File: src/rtl/tinyrv1_mem_arbiter.sv
// Single-port memory arbiter for TinyRV1 fetch and data ports: data priority, fetch starvation guard.
// Optional performance counters enabled by defining TINYRV1_MEM_ARB_PERF_EN.
module tinyrv1_mem_arbiter #(
  parameter int AW         = 14,
  parameter int STARVE_MAX = 4
) (
  input  logic          clk,
  input  logic          rst,
  input  logic          imemreq_val,
  output logic          imemreq_rdy,
  input  logic [31:0]   imemreq_addr,
  output logic          imemresp_val,
  output logic [31:0]   imemresp_data,
  input  logic          dmemreq_val,
  output logic          dmemreq_rdy,
  input  logic          dmemreq_type,
  input  logic [31:0]   dmemreq_addr,
  input  logic [31:0]   dmemreq_wdata,
  output logic          dmemresp_val,
  output logic [31:0]   dmemresp_rdata,
  output logic          memreq_val,
  output logic          memreq_type,
  output logic [AW-1:0] memreq_addr,
  output logic [31:0]   memreq_wdata,
  input  logic [31:0]   memresp_rdata
`ifdef TINYRV1_MEM_ARB_PERF_EN
  ,
  output logic [31:0]   perf_igrants,
  output logic [31:0]   perf_dgrants,
  output logic [31:0]   perf_conflicts
`endif
);

  localparam logic [3:0] STARVE_MAX_C = 4'(STARVE_MAX);

  typedef enum logic [1:0] {
    PEND_NONE = 2'd0,
    PEND_I    = 2'd1,
    PEND_D_RD = 2'd2,
    PEND_D_WR = 2'd3
  } pend_e;

  pend_e       pend_r;
  pend_e       pend_next_s;
  logic [3:0]  starve_cnt_r;
  logic [3:0]  starve_cnt_next_s;
  logic [31:0] idata_hold_r;
  logic [31:0] ddata_hold_r;
  logic        grant_i_s;
  logic        grant_d_s;
  logic        i_acc_s;
  logic        d_acc_s;

  // Grant selection: data wins conflicts unless fetch has lost STARVE_MAX in a row
  always_comb begin
    grant_i_s = 1'b0;
    grant_d_s = 1'b0;
    if (!rst) begin
      grant_i_s = 1'b0;
      grant_d_s = 1'b0;
    end else if (imemreq_val && dmemreq_val) begin
      if (starve_cnt_r == STARVE_MAX_C) begin
        grant_i_s = 1'b1;
      end else begin
        grant_d_s = 1'b1;
      end
    end else if (imemreq_val) begin
      grant_i_s = 1'b1;
    end else if (dmemreq_val) begin
      grant_d_s = 1'b1;
    end else begin
      grant_i_s = 1'b0;
      grant_d_s = 1'b0;
    end
  end

  assign imemreq_rdy = grant_i_s;
  assign dmemreq_rdy = grant_d_s;
  assign i_acc_s     = imemreq_val && grant_i_s;
  assign d_acc_s     = dmemreq_val && grant_d_s;

  // Memory request mux; upper address bits are dropped so indexing wraps
  always_comb begin
    memreq_val   = 1'b0;
    memreq_type  = 1'b0;
    memreq_addr  = '0;
    memreq_wdata = 32'd0;
    if (grant_i_s) begin
      memreq_val  = 1'b1;
      memreq_addr = imemreq_addr[AW-1:0];
    end else if (grant_d_s) begin
      memreq_val   = 1'b1;
      memreq_type  = dmemreq_type;
      memreq_addr  = dmemreq_addr[AW-1:0];
      memreq_wdata = dmemreq_wdata;
    end else begin
      memreq_val = 1'b0;
    end
  end

  // Next pending-response state and saturating starvation count
  always_comb begin
    pend_next_s       = PEND_NONE;
    starve_cnt_next_s = starve_cnt_r;
    if (i_acc_s) begin
      pend_next_s = PEND_I;
    end else if (d_acc_s) begin
      pend_next_s = dmemreq_type ? PEND_D_WR : PEND_D_RD;
    end else begin
      pend_next_s = PEND_NONE;
    end
    if (!imemreq_val || i_acc_s) begin
      starve_cnt_next_s = 4'd0;
    end else if (d_acc_s) begin
      starve_cnt_next_s = (starve_cnt_r >= STARVE_MAX_C) ? STARVE_MAX_C : starve_cnt_r + 4'd1;
    end else begin
      starve_cnt_next_s = starve_cnt_r;
    end
  end

  // Pending-response and starvation state registers
  always_ff @(posedge clk or negedge rst) begin
    if (!rst) begin
      pend_r       <= PEND_NONE;
      starve_cnt_r <= 4'd0;
    end else begin
      pend_r       <= pend_next_s;
      starve_cnt_r <= starve_cnt_next_s;
    end
  end

  // Hold the last delivered response data for idle cycles
  always_ff @(posedge clk or negedge rst) begin
    if (!rst) begin
      idata_hold_r <= 32'd0;
      ddata_hold_r <= 32'd0;
    end else begin
      idata_hold_r <= imemresp_data;
      ddata_hold_r <= dmemresp_rdata;
    end
  end

  // Response steering from the pending state
  always_comb begin
    imemresp_val   = 1'b0;
    imemresp_data  = idata_hold_r;
    dmemresp_val   = 1'b0;
    dmemresp_rdata = ddata_hold_r;
    case (pend_r)
      PEND_I: begin
        imemresp_val  = 1'b1;
        imemresp_data = memresp_rdata;
      end
      PEND_D_RD: begin
        dmemresp_val   = 1'b1;
        dmemresp_rdata = memresp_rdata;
      end
      PEND_D_WR: begin
        dmemresp_val   = 1'b1;
        dmemresp_rdata = 32'd0;
      end
      default: begin
        imemresp_val = 1'b0;
        dmemresp_val = 1'b0;
      end
    endcase
  end

`ifdef TINYRV1_MEM_ARB_PERF_EN
  // Free-running wrap-around performance counters
  always_ff @(posedge clk or negedge rst) begin
    if (!rst) begin
      perf_igrants   <= 32'd0;
      perf_dgrants   <= 32'd0;
      perf_conflicts <= 32'd0;
    end else begin
      perf_igrants   <= perf_igrants + {31'd0, i_acc_s};
      perf_dgrants   <= perf_dgrants + {31'd0, d_acc_s};
      perf_conflicts <= perf_conflicts + {31'd0, (imemreq_val && dmemreq_val)};
    end
  end
`endif

endmodule

File: config.mk
export PLATFORM = sky130hd
export DESIGN_NAME = tinyrv1_mem_arbiter
export DESIGN_NICKNAME = d
export VERILOG_FILES = /design/src/rtl/tinyrv1_mem_arbiter.sv
export SDC_FILE = /design/constraint.sdc
export NUM_CORES = 1
export LEC_CHECK = 0
export ABC_CLOCK_PERIOD_IN_PS = 3160
export CAP_MARGIN = 15
export CORE_ASPECT_RATIO = 0.8
export CORE_MARGIN = 10
export CORE_UTILIZATION = 36
export CTS_CLUSTER_SIZE = 28
export DETAILED_ROUTE_END_ITERATION = 7
export GPL_TIMING_DRIVEN = 0
export PLACE_DENSITY = 0.87
export SYNTH_ARGS = -nofsm -noshare
export SYNTH_HDL_FRONTEND = slang
export SYNTH_SLANG_ARGS = --single-unit
File: constraint.sdc
create_clock -name clk -period 3.16 [get_ports clk]
set_clock_uncertainty 0.1 [all_clocks]
set_input_delay 0.474 -clock clk [delete_from_list [all_inputs] [get_ports clk]]
set_output_delay 0.474 -clock clk [all_outputs]
set_load 0.03 [all_outputs]
==> results of run 1 <==
## where the power goes
part	total (W)	internal, W	switching (W)
combinational	0.00115	0.000509	0.000636
sequential	0.00108	0.00104	0.0000390
clock	0.000730	0.000390	0.000340
total	0.00295	0.00194	0.00101
## Yosys cell counts, drive strengths merged
cell    number  area share [%]
nand3b       1            0.64
nor2b        2            0.40
mux2        32              12
nand2       35             4.2
clkbuf       7            0.84
inv         35             4.2
nand2b       2            0.40
a22o        14             3.9
dfrtp       70              56
and2        33             6.6
o21ai       33             5.3
o21a         2            0.48
nand3        2            0.32
a21o         1            0.24
buf         12             2.4
nor3b        1            0.24
nor2         1            0.12
o211a        2            0.64
ha           2            0.80
a21oi        4            0.76
## registers in the layout, indices dropped and copies added (netlist names)
name and count:
pend_r 2, starve_cnt_r 4, idata_hold_r 32, ddata_hold_r 32
## cells in the final DEF (no fill, tap or decap), drive strengths merged
master	count
dlygate4sd2	1
nand3	2
mux2	32
a21oi	4
nor3b	1
clkdlybuf4s50	164
nor2b	2
a22o	14
inv	36
a21o	1
ha	2
nand2	35
o211a	2
o21ai	33
o21a	2
dlymetal6s2s	46
clkinv	1
dfrtp	70
clkbuf	17
buf	14
nand2b	2
nor2	1
clkinvlp	3
and2	33
bufinv	1
nand3b	1
## worst reg2reg max path, stage by stage (launching register included)
cell and delay, ns:
dfrtp_1 0.41, inv_1 0.09, ha_1 0.21, nand3b_4 0.12, o211a_1 0.27, buf_6 0.16
buf_6 0.14, a21o_1 0.18
## repair_timing
item                                   in CTS  in global routing
endpoints found under the hold margin      70                  0
resized for setup                           5                 49
hold buffers                                1                  0
setup endpoints to repair                  48                 50
## routing by layer
layer  global-route usage, %  vias to the layer above  part of all wire, %
li1                        -                     1394                    -
met1                    19.0                     1390                   38
met2                    31.3                      115                   51
met3                    9.17                       19                  9.5
met4                    5.00                        0                  1.9
met5                       0                        -                    0
## path summary, 6_finish.rpt
kind,start,cells past startpoint,endpoint
worst min-delay path,rst,2,idata_hold_r[4]$_DFF_PN0_
worst max register to register,starve_cnt_r[0]$_DFFE_PN0P_,7,pend_r[0]$_DFF_PN0_
min in group clk,idata_hold_r[19]$_DFF_PN0_,1,idata_hold_r[19]$_DFF_PN0_
max in group asynchronous,rst,2,idata_hold_r[28]$_DFF_PN0_
worst max-delay path,imemreq_val,7,memreq_wdata[31]
worst min register to register,idata_hold_r[19]$_DFF_PN0_,1,idata_hold_r[19]$_DFF_PN0_
## layout make-up
| cell class | count | area, um2 | area share (%) |
|---|---|---|---|
| buffer | 19 | 104 | 1.80 |
| clock buffer | 10 | 138 | 2.39 |
| clock inverter | 6 | 70.1 | 1.22 |
| inverter | 35 | 131 | 2.28 |
| multi-input combinational | 167 | 1150 | 20.0 |
| sequential | 70 | 1750 | 30.4 |
| tap | 112 | 140 | 2.43 |
| timing repair buffer | 213 | 2270 | 39.5 |
## metrics by stage
step                power [W]  cells
global placement      0.00222    615
finish                0.00295    632
floorplan             0.00168    291
global route          0.00310    632
detailed placement    0.00225    615
CTS                   0.00301    632
## cells by family after synthesis
kind of cell	synth area share (%)
AND/OR/NAND/NOR	12.9
flip-flops	56.0
AO/OA/AOI/OAI	11.3
buffers and inverters	7.44
multiplexers	11.5
adder cells (fa/ha/maj)	0.800
==> results.md, run 1 <==
- CORE AREA: 0.00848 mm2
- Hold slack: 0.0326 ns
- GRT overflow: 0
- Vias in the first global route: 3233
- DRC violations left: 0
- WL/cell: 19.1 um
- Final hold vios: 0
- Reg2Reg Setup Slack: between 1 and 1.5 ns
- Tcrit/Tclk final: 96.5%
- Status: finished, final reports clean
- Area of placed instances: roughly 0.0054 mm2
- Slew Viols, Final: 0
- Worst Path Required: 2.59 ns
- Avg Inst Size Synth: 10.7 um2
- Via density: 4.62
- Total setup buffers inserted after CTS: 0
- Critical path launch point type: primary input
- Unrepaired setup endpoints after global routing: no
- Leak: 3.05 nW
- Fin nets: 650
- Cts bufs inserted: 9
- First DRT Iteration DRCs: 146
- H-tree levels: 3
- Fin area: around 0.0058 mm2
- Pwr dens: between 500 and 600 mW/mm2
- I/O pin cnt: 249
- Placement Rows: 30
- Global-route wire length before repair: 18300 um
- Worst min-delay path category: primary input to async pin
- Syn Nets: roughly 430
- Largest net degree at the start of global routing: 71
- Diode count: 0
- Setup TNS: 0 ns
- Synth unique cells: 23
- Initial antenna violation count: 0
- DRT antenna net count: 0
- VDD IR max: 0.390 mV
- Fin crit period: 3.05 ns
- Detailed placement HPWL: 9690 um
- Worst Tran Pin Value: approximately 0.45 ns
- Reg clk slew, reported paths: about 0.070 ns
- CP arrival: about 2.5 ns
- Max Cap Violations: 0
- Final setup violation count: 0
- Clock tree root buffer cell: clkbuf_8
- Post-Place Setup Slack: -0.429 ns
- CTS Buffer Depth: 2
- Setup WS post-layout: 0.110 ns
- Register area share after synthesis: 56.0%
- Maximum achievable frequency: around 330 MHz
- Die area: 0.0128 mm2
- Yosys Warn Count: 0
- Starting Density: 36.9%
- Crit path largest cell delay: 0.68 ns
- Area Overhead vs Synth: 84.1%
- Fill count: 639
- CTS sink cnt: 70
- Layout cells sized above 1: around an eighth
- Buffers & Inverters on Critical Path: 5
- Layout Utilization: 67.9%
- Chip Width: 124 um
- Kind of critical path: primary input to primary output
- Synth Register Bits: 70
- Cells along the critical path: clkdlybuf4s50_1 -> inv_1 -> o211a_1 -> buf_6 -> buf_6 -> and2_1 -> clkdlybuf4s50_1
- Cells after Synth: between 200 and 300
- CTS tree: built
- Slew HR: 69.8%
- Kind of cell adding the most delay to the critical path: buffers and inverters
- RePlAce Congestion: ~0.79
- Vias: between 2000 and 3000
- Synthesized cell area: ~0.0031 mm2
- Port bufs: ~210
- Gr usage total: about 18%
- Crit path max fanout: 10
- Clk Latency, worst-skew pair: 0.33 ns
- Crit-path slowest cell: clkdlybuf4s50_1
- Routed wire length: 12100 um
- Die H: 103 um
- DRT Pass-1 Iters: 4
- CP endpoint kind: primary output
Note: power is estimated with default switching activity, not from simulation.
==> run 2, diff against run 1 <==
Settings changed: CAP_MARGIN 15 to 20.
==> results of run 2 <==
No change in the layout: final DEF, timing and power equal those of run 1.
